## src/rtl/multdiv_ctrl_if.sv

```systemverilog
// Execute-stage bundle between the pipeline, the mult/div unit
// and the register-file write port.
interface multdiv_ctrl_if;
  logic        in_valid;
  logic [4:0]  OP;
  logic [4:0]  ALUOP;
  logic [4:0]  rd_in;
  logic [31:0] opA;
  logic [31:0] opB;
  logic        md_ctrl_mult;
  logic        md_ctrl_div;
  logic [31:0] md_opA;
  logic [31:0] md_opB;
  logic [31:0] md_result;
  logic        md_exception;
  logic        md_rdy;
  logic        stall;
  logic        wb_valid;
  logic [4:0]  wb_rd;
  logic [31:0] wb_data;
  logic        wb_exception;

  modport master (
    input  in_valid, OP, ALUOP, rd_in,
    input  opA, opB,
    input  md_result, md_exception, md_rdy,
    output md_ctrl_mult, md_ctrl_div,
    output md_opA, md_opB,
    output stall,
    output wb_valid, wb_rd, wb_data,
    output wb_exception
  );

  modport slave (
    output in_valid, OP, ALUOP, rd_in,
    output opA, opB,
    output md_result, md_exception, md_rdy,
    input  md_ctrl_mult, md_ctrl_div,
    input  md_opA, md_opB,
    input  stall,
    input  wb_valid, wb_rd, wb_data,
    input  wb_exception
  );
endinterface

```

## src/rtl/multdiv_ctrl.sv

```systemverilog
// Sequencer for the shared multi-cycle mul/div unit: decode, start,
// stall until ready or watchdog, then a one-cycle writeback.
module multdiv_ctrl #(
  parameter int TIMEOUT = 64
) (
  input logic          clock,
  input logic          reset,
  multdiv_ctrl_if.master bus
);

  localparam int CW = $clog2(TIMEOUT);

  typedef enum logic [1:0] {
    IDLE,
    START,
    WAIT,
    DONE
  } state_t;

  state_t        r_state;
  logic [CW-1:0] r_cnt;
  logic [31:0]   r_opA;
  logic [31:0]   r_opB;
  logic [4:0]    r_rd;
  logic          r_mult;
  logic          r_div;
  logic          r_wb_valid;
  logic [4:0]    r_wb_rd;
  logic [31:0]   r_wb_data;
  logic          r_wb_exc;

  logic w_rtype;
  logic w_is_mul;
  logic w_is_div;
  logic w_accept;
  logic w_timeout;

  assign w_rtype   = bus.in_valid & (bus.OP == 5'b00000);
  assign w_is_mul  = w_rtype & (bus.ALUOP == 5'b00110);
  assign w_is_div  = w_rtype & (bus.ALUOP == 5'b00111);
  assign w_accept  = (r_state == IDLE) & (w_is_mul | w_is_div);
  assign w_timeout = (r_cnt == CW'(TIMEOUT - 1));

  always_ff @(posedge clock) begin
    if (reset) begin
      r_state    <= IDLE;
      r_cnt      <= '0;
      r_opA      <= '0;
      r_opB      <= '0;
      r_rd       <= '0;
      r_mult     <= 1'b0;
      r_div      <= 1'b0;
      r_wb_valid <= 1'b0;
      r_wb_rd    <= '0;
      r_wb_data  <= '0;
      r_wb_exc   <= 1'b0;
    end else begin
      r_mult     <= 1'b0;
      r_div      <= 1'b0;
      r_wb_valid <= 1'b0;
      unique case (r_state)
        IDLE: begin
          if (w_accept) begin
            r_opA   <= bus.opA;
            r_opB   <= bus.opB;
            r_rd    <= bus.rd_in;
            r_cnt   <= '0;
            r_mult  <= w_is_mul;
            r_div   <= w_is_div;
            r_state <= START;
          end
        end
        START: r_state <= WAIT;
        WAIT: begin
          // ready beats the watchdog when both hit together
          if (bus.md_rdy) begin
            r_wb_data  <= bus.md_result;
            r_wb_exc   <= bus.md_exception;
            r_wb_rd    <= r_rd;
            r_wb_valid <= 1'b1;
            r_state    <= DONE;
          end else if (w_timeout) begin
            r_wb_data  <= '0;
            r_wb_exc   <= 1'b1;
            r_wb_rd    <= r_rd;
            r_wb_valid <= 1'b1;
            r_state    <= DONE;
          end else begin
            r_cnt <= r_cnt + 1'b1;
          end
        end
        DONE: r_state <= IDLE;
      endcase
    end
  end

  assign bus.md_ctrl_mult = r_mult;
  assign bus.md_ctrl_div  = r_div;
  assign bus.md_opA       = r_opA;
  assign bus.md_opB       = r_opB;
  assign bus.wb_valid     = r_wb_valid;
  assign bus.wb_rd        = r_wb_rd;
  assign bus.wb_data      = r_wb_data;
  assign bus.wb_exception = r_wb_exc;
  assign bus.stall        = w_accept
                          | (r_state == START)
                          | (r_state == WAIT);

endmodule

```

## src/flat_wrapper.sv

```systemverilog
// flat-port wrapper written by rule: the top's interface ports become plain ports
module multdiv_ctrl_flat 
#(
  parameter int TIMEOUT = 64
)
  (clock, reset, bus_in_valid, bus_OP, bus_ALUOP, bus_rd_in, bus_opA, bus_opB, bus_md_result, bus_md_exception, bus_md_rdy, bus_md_ctrl_mult, bus_md_ctrl_div, bus_md_opA, bus_md_opB, bus_stall, bus_wb_valid, bus_wb_rd, bus_wb_data, bus_wb_exception);
  multdiv_ctrl_if bus_i ();
  input logic clock;
  input logic reset;
  input wire logic [$bits(bus_i.in_valid)-1:0] bus_in_valid;
  input wire logic [$bits(bus_i.OP)-1:0] bus_OP;
  input wire logic [$bits(bus_i.ALUOP)-1:0] bus_ALUOP;
  input wire logic [$bits(bus_i.rd_in)-1:0] bus_rd_in;
  input wire logic [$bits(bus_i.opA)-1:0] bus_opA;
  input wire logic [$bits(bus_i.opB)-1:0] bus_opB;
  input wire logic [$bits(bus_i.md_result)-1:0] bus_md_result;
  input wire logic [$bits(bus_i.md_exception)-1:0] bus_md_exception;
  input wire logic [$bits(bus_i.md_rdy)-1:0] bus_md_rdy;
  output wire logic [$bits(bus_i.md_ctrl_mult)-1:0] bus_md_ctrl_mult;
  output wire logic [$bits(bus_i.md_ctrl_div)-1:0] bus_md_ctrl_div;
  output wire logic [$bits(bus_i.md_opA)-1:0] bus_md_opA;
  output wire logic [$bits(bus_i.md_opB)-1:0] bus_md_opB;
  output wire logic [$bits(bus_i.stall)-1:0] bus_stall;
  output wire logic [$bits(bus_i.wb_valid)-1:0] bus_wb_valid;
  output wire logic [$bits(bus_i.wb_rd)-1:0] bus_wb_rd;
  output wire logic [$bits(bus_i.wb_data)-1:0] bus_wb_data;
  output wire logic [$bits(bus_i.wb_exception)-1:0] bus_wb_exception;
  assign bus_i.in_valid = bus_in_valid;
  assign bus_i.OP = bus_OP;
  assign bus_i.ALUOP = bus_ALUOP;
  assign bus_i.rd_in = bus_rd_in;
  assign bus_i.opA = bus_opA;
  assign bus_i.opB = bus_opB;
  assign bus_i.md_result = bus_md_result;
  assign bus_i.md_exception = bus_md_exception;
  assign bus_i.md_rdy = bus_md_rdy;
  assign bus_md_ctrl_mult = bus_i.md_ctrl_mult;
  assign bus_md_ctrl_div = bus_i.md_ctrl_div;
  assign bus_md_opA = bus_i.md_opA;
  assign bus_md_opB = bus_i.md_opB;
  assign bus_stall = bus_i.stall;
  assign bus_wb_valid = bus_i.wb_valid;
  assign bus_wb_rd = bus_i.wb_rd;
  assign bus_wb_data = bus_i.wb_data;
  assign bus_wb_exception = bus_i.wb_exception;
  multdiv_ctrl #(.TIMEOUT(TIMEOUT)) u_core (.clock(clock), .reset(reset), .bus(bus_i));
endmodule
```

## config.mk

```make
export PLATFORM = sky130hd
export DESIGN_NAME = multdiv_ctrl_flat
export DESIGN_NICKNAME = d
export VERILOG_FILES = /design/src/rtl/multdiv_ctrl_if.sv /design/src/rtl/multdiv_ctrl.sv /design/src/flat_wrapper.sv
export SDC_FILE = /design/constraint.sdc
export NUM_CORES = 1
export LEC_CHECK = 0
export CELL_PAD_IN_SITES_DETAIL_PLACEMENT = 1
export CELL_PAD_IN_SITES_GLOBAL_PLACEMENT = 1
export CORE_MARGIN = 4
export CORE_UTILIZATION = 45
export CTS_CLUSTER_SIZE = 16
export DETAILED_ROUTE_END_ITERATION = 10
export DONT_BUFFER_PORTS = 1
export GPL_TIMING_DRIVEN = 0
export PLACE_DENSITY = 0.8
export SLEW_MARGIN = 25
export SYNTH_ARGS = -nofsm -noshare
export SYNTH_HDL_FRONTEND = slang
export SYNTH_SLANG_ARGS = --single-unit
```

## constraint.sdc

```tcl
create_clock -name clock -period 2.5 [get_ports clock]
set_input_delay 0.25 -clock clock [delete_from_list [all_inputs] [get_ports clock]]
set_output_delay 0.25 -clock clock [all_outputs]
set_load 0.02 [all_outputs]
```

==> run_results.csv, run 1 <==
group,metric,value,unit
clock_network,cts_sinks,118,
worst_setup_path,cpLargestDelayFamily,"simple AND/OR/NAND/NOR gates",
synth,syn_inst,508,
worst_setup_path,regToRegSetupSlack,240,ps
placement,io_buffers,0,
worst_setup_path,cp.required,2250,ps
synth,ys_seq_elements,118,
route,drt-wirelength-per-cell,20.46,um
final_layout,finish.instance_area,6524,sq um
synth,yosysWarnings,0,
min_path,hp-start,"bus_OP[4]",
sta,worstMarginPinSlew,737.6,ps
final_layout,area_growth,39.08,%
global_route,overflow,0,
synth,synth_top_family_by_area,"simple AND/OR/NAND/NOR gates",
synth,synthXorXnorAreaFrac,0,%
floorplan,dieArea,12120,sq um
worst_setup_path,critPathLaunchType,"flip-flop",
power,peakVddDrop,0.3277,mV
final_layout,fillers,1093,
sta,timing.setup.tns,0,ps
sta,final.min_clock_period,2350,ps
worst_setup_path,path_class,"flip-flop to output pin",
worst_setup_path,crit_arrival,2100,ps
clock_network,cts_tree,"yes",
synth,syn-num-nets,629,
worst_setup_path,r2r_start,"u_core.r_state[0]$_SDFFE_PP0P_",
sta,fin_ws,149.8,ps
route,initialDrtViolationCount,277,
floorplan,start_util,45.85,%
worst_setup_path,worstPathCellList,"inv_1 > ha_1 > and4_1 > buf_8 > buf_6 > or3_4",
floorplan,die_h,110.1,um
sta,rsz0062_at_grt,"no",
floorplan,fp.dieW,110.1,um
placement,dp_hpwl,9285,um
global_route,grt_max_degree,17,
final_layout,finalNetCount,756,
clock_network,post-cts-setup-buffers,0,
run_status,run_status,"complete, no violations",
clock_network,htreeDepth,4,
placement,place_area,4861,sq um
sta,hold_viol,0,
sta,setup_viol,0,
final_layout,final_cell_mix,"dfxtp_1, dlygate4sd3_1, nand2_1, nand2_2, a21oi_2",
route,dr_total_vias,4197,
sta,fmax,425.5,MHz
placement,gp_congestion,0.7979,
worst_setup_path,end_kind,"output pin",
route,routed_wl,16080,um
global_route,grt_pass1_wl,24160,um
min_path,hold_path_class,"input port to flip-flop",
worst_setup_path,critPathBufInv,3,
worst_setup_path,critPathSlowestCell,"or3_4",
clock_network,clkSlewWorstSetupHoldPaths,60,ps
clock_network,root_buffer,"clkbuf_8",
power,p_per_area,685.7,nW/um^2
synth,synth-compound-area-share,20.78,%
sta,skew,10.02,ps
synth,synthAdderAreaFrac,1.334,%
sta,finalCritPeriodShare,94.01,%
floorplan,core,10230,sq um
synth,synth-seq-area-share,50.36,%
route,via_per_inst,5.340,
placement,place_ws,654.0,ps
worst_setup_path,slowest_delay,380,ps
sta,maxSlewHeadroom,50.83,%
clock_network,cts_buffers,17,
worst_setup_path,startpoint,"u_core.r_state[0]$_SDFFE_PP0P_",
global_route,grt_antenna_before_repair,1,
floorplan,io_pins,222,
route,drtPass1Iterations,4,
clock_network,cts_buffer_depth,2,
worst_setup_path,crit_path_max_fanout,10,
route,ant_nets,0,
synth,synthDistinctLibCells,42,
clock_network,clk_latency,520,ps
synth,synth.mux.area_fraction,0.2134,%
global_route,first_global_vias,4556,
synth,synth_area,4691,sq um
sta,slew_violations,0,
final_layout,drive_gt1_share,24.23,%
final_layout,final_common_cell,"dfxtp_1",
synth,yosys.area_share.simple,21.26,%
power,p_leak,0.002216,uW
synth,synth.avg_cell_area,9.234,sq um
route,drc,0,
floorplan,rows,37,
global_route,grtUsageTotal,26.20,%
job,maxCapViolations,0,
final_layout,post-route-util,63.76,%
-- per-stage QoR --
stage | power (uW) | hold slack (ps) | cells
after floorplan | 1995 | 329.3 | 508
after global placement | 2013 | 331.8 | 644
after detailed placement | 2016 | 332.8 | 644
after CTS | 4478 | 2.646 | 784
after global routing | 4607 | 19.85 | 785
final | 4473 | 19.73 | 786
-- cell usage after synthesis --
master | n | area share, %
dfxtp_1 | 118 | 50
nand2_1 | 102 | 8.2
a21oi_2 | 50 | 9.3
nand2_2 | 50 | 6.7
nor2_1 | 36 | 2.9
a22oi_1 | 32 | 5.1
a21oi_1 | 29 | 3.1
clkbuf_1 | 21 | 1.7
inv_1 | 7 | 0.56
buf_8 | 6 | 1.9
buf_2 | 5 | 0.53
buf_6 | 5 | 1.2
ha_1 | 5 | 1.3
nand4_1 | 5 | 0.67
a31o_2 | 2 | 0.37
a31oi_1 | 2 | 0.27
and2_1 | 2 | 0.27
and4_1 | 2 | 0.37
buf_1 | 2 | 0.16
nor3_1 | 2 | 0.21
o211ai_1 | 2 | 0.32
o21ai_1 | 2 | 0.21
o32ai_1 | 2 | 0.37
a211oi_2 | 1 | 0.27
a21boi_2 | 1 | 0.24
a21o_1 | 1 | 0.16
a21oi_4 | 1 | 0.35
and3_1 | 1 | 0.13
and4bb_1 | 1 | 0.27
mux2i_1 | 1 | 0.21
nand3_1 | 1 | 0.11
nand4_2 | 1 | 0.27
nand4b_1 | 1 | 0.19
nor2b_1 | 1 | 0.13
nor3b_1 | 1 | 0.16
nor4_4 | 1 | 0.45
o21a_1 | 1 | 0.16
o21ai_0 | 1 | 0.11
o221a_1 | 1 | 0.24
o31ai_1 | 1 | 0.16
or3_1 | 1 | 0.13
or3b_2 | 1 | 0.19
-- logic make-up after synthesis --
family                   Yosys count
multiplexers                       1
flip-flops                       118
buffers and inverters             46
AO/OA/AOI/OAI                    129
AND/OR/NAND/NOR                  209
adder cells (fa/ha/maj)            5
-- worst register-to-register path, delay by kind of cell (launching register included) --
family                   cells  cell delay, ps
buffers and inverters        3            1100
adder cells (fa/ha/maj)      1             340
flip-flops                   1             330
AO/OA/AOI/OAI                1             240
AND/OR/NAND/NOR              1             120
-- power breakdown --
part	switching, uW	internal [uW]
Sequential	3.84	1880
Combinational	106	135
Clock	926	1420
-- path summary, 6_finish.rpt --
check | endpoint | cells after the start
max | bus_stall | 6
min | u_core.bus.md_ctrl_div$_SDFF_PP0_ | 3
max reg2reg | u_core.bus.wb_exception$_SDFFE_PP0P_ | 6
min reg2reg | u_core.bus.wb_rd[1]$_SDFFE_PP0P_ | 2
-- state kept, by name (all words and copies together) (netlist names) --
name / flops
u_core.r_cnt: 6
u_core.bus.wb_valid: 1
u_core.bus.wb_rd: 5
u_core.bus.md_ctrl_div: 1
u_core.bus.wb_data: 32
u_core.bus.md_ctrl_mult: 1
u_core.r_state: 2
u_core.bus.wb_exception: 1
u_core.r_rd: 5
u_core.bus.md_opA: 32
u_core.bus.md_opB: 32
-- cell type report --
class	instances	area [sq um]	share of cell area (%)
clock inverters	15	157.7	2.417
flip-flops and latches	118	2362	36.21
plain buffers	39	257.7	3.951
repair buffers	108	1081	16.57
diodes	2	5.005	0.07672
clock buffers	17	414.1	6.348
well taps	136	170.2	2.608
inverters	7	26.28	0.4028
multi-input cells	344	2049	31.42
-- layer usage --
| metal | up-vias | global-route usage (%) | share of wire, % |
|---|---|---|---|
| li1 | 1973 | - | - |
| met1 | 2022 | 27.71 | 36 |
| met2 | 165 | 47.36 | 53 |
| met3 | 37 | 8.445 | 7.8 |
| met4 | 0 | 11.61 | 2.5 |
| met5 | - | 0 | 0 |
-- timing repair --
| item | CTS | global route |
|---|---|---|
| hold endpoints to repair | 105 | 0 |
| endpoints found under the setup margin | 0 | 1 |
| hold buffers | 108 | 0 |
| resized for setup | 0 | 1 |
(Power assumes the default switching activity.)
==> run 2: changes to the inputs <==
--- a/config.mk
+++ b/config.mk
@@ -14,6 +14,7 @@
 export DONT_BUFFER_PORTS = 1
 export GPL_TIMING_DRIVEN = 0
 export PLACE_DENSITY = 0.8
+export SKIP_LAST_GASP = 1
 export SLEW_MARGIN = 25
 export SYNTH_ARGS = -nofsm -noshare
 export SYNTH_HDL_FRONTEND = slang
==> results of run 2 <==
Same layout as run 1: the final DEF is identical, and so are final timing and power.
==> run 3: changes to the inputs <==
--- a/config.mk
+++ b/config.mk
@@ -9,6 +9,7 @@
 export CELL_PAD_IN_SITES_GLOBAL_PLACEMENT = 1
 export CORE_MARGIN = 4
 export CORE_UTILIZATION = 45
+export CTS_CLUSTER_DIAMETER = 150
 export CTS_CLUSTER_SIZE = 16
 export DETAILED_ROUTE_END_ITERATION = 10
 export DONT_BUFFER_PORTS = 1
==> results of run 3 <==
Same layout as run 1: the final DEF is identical, and so are final timing and power.
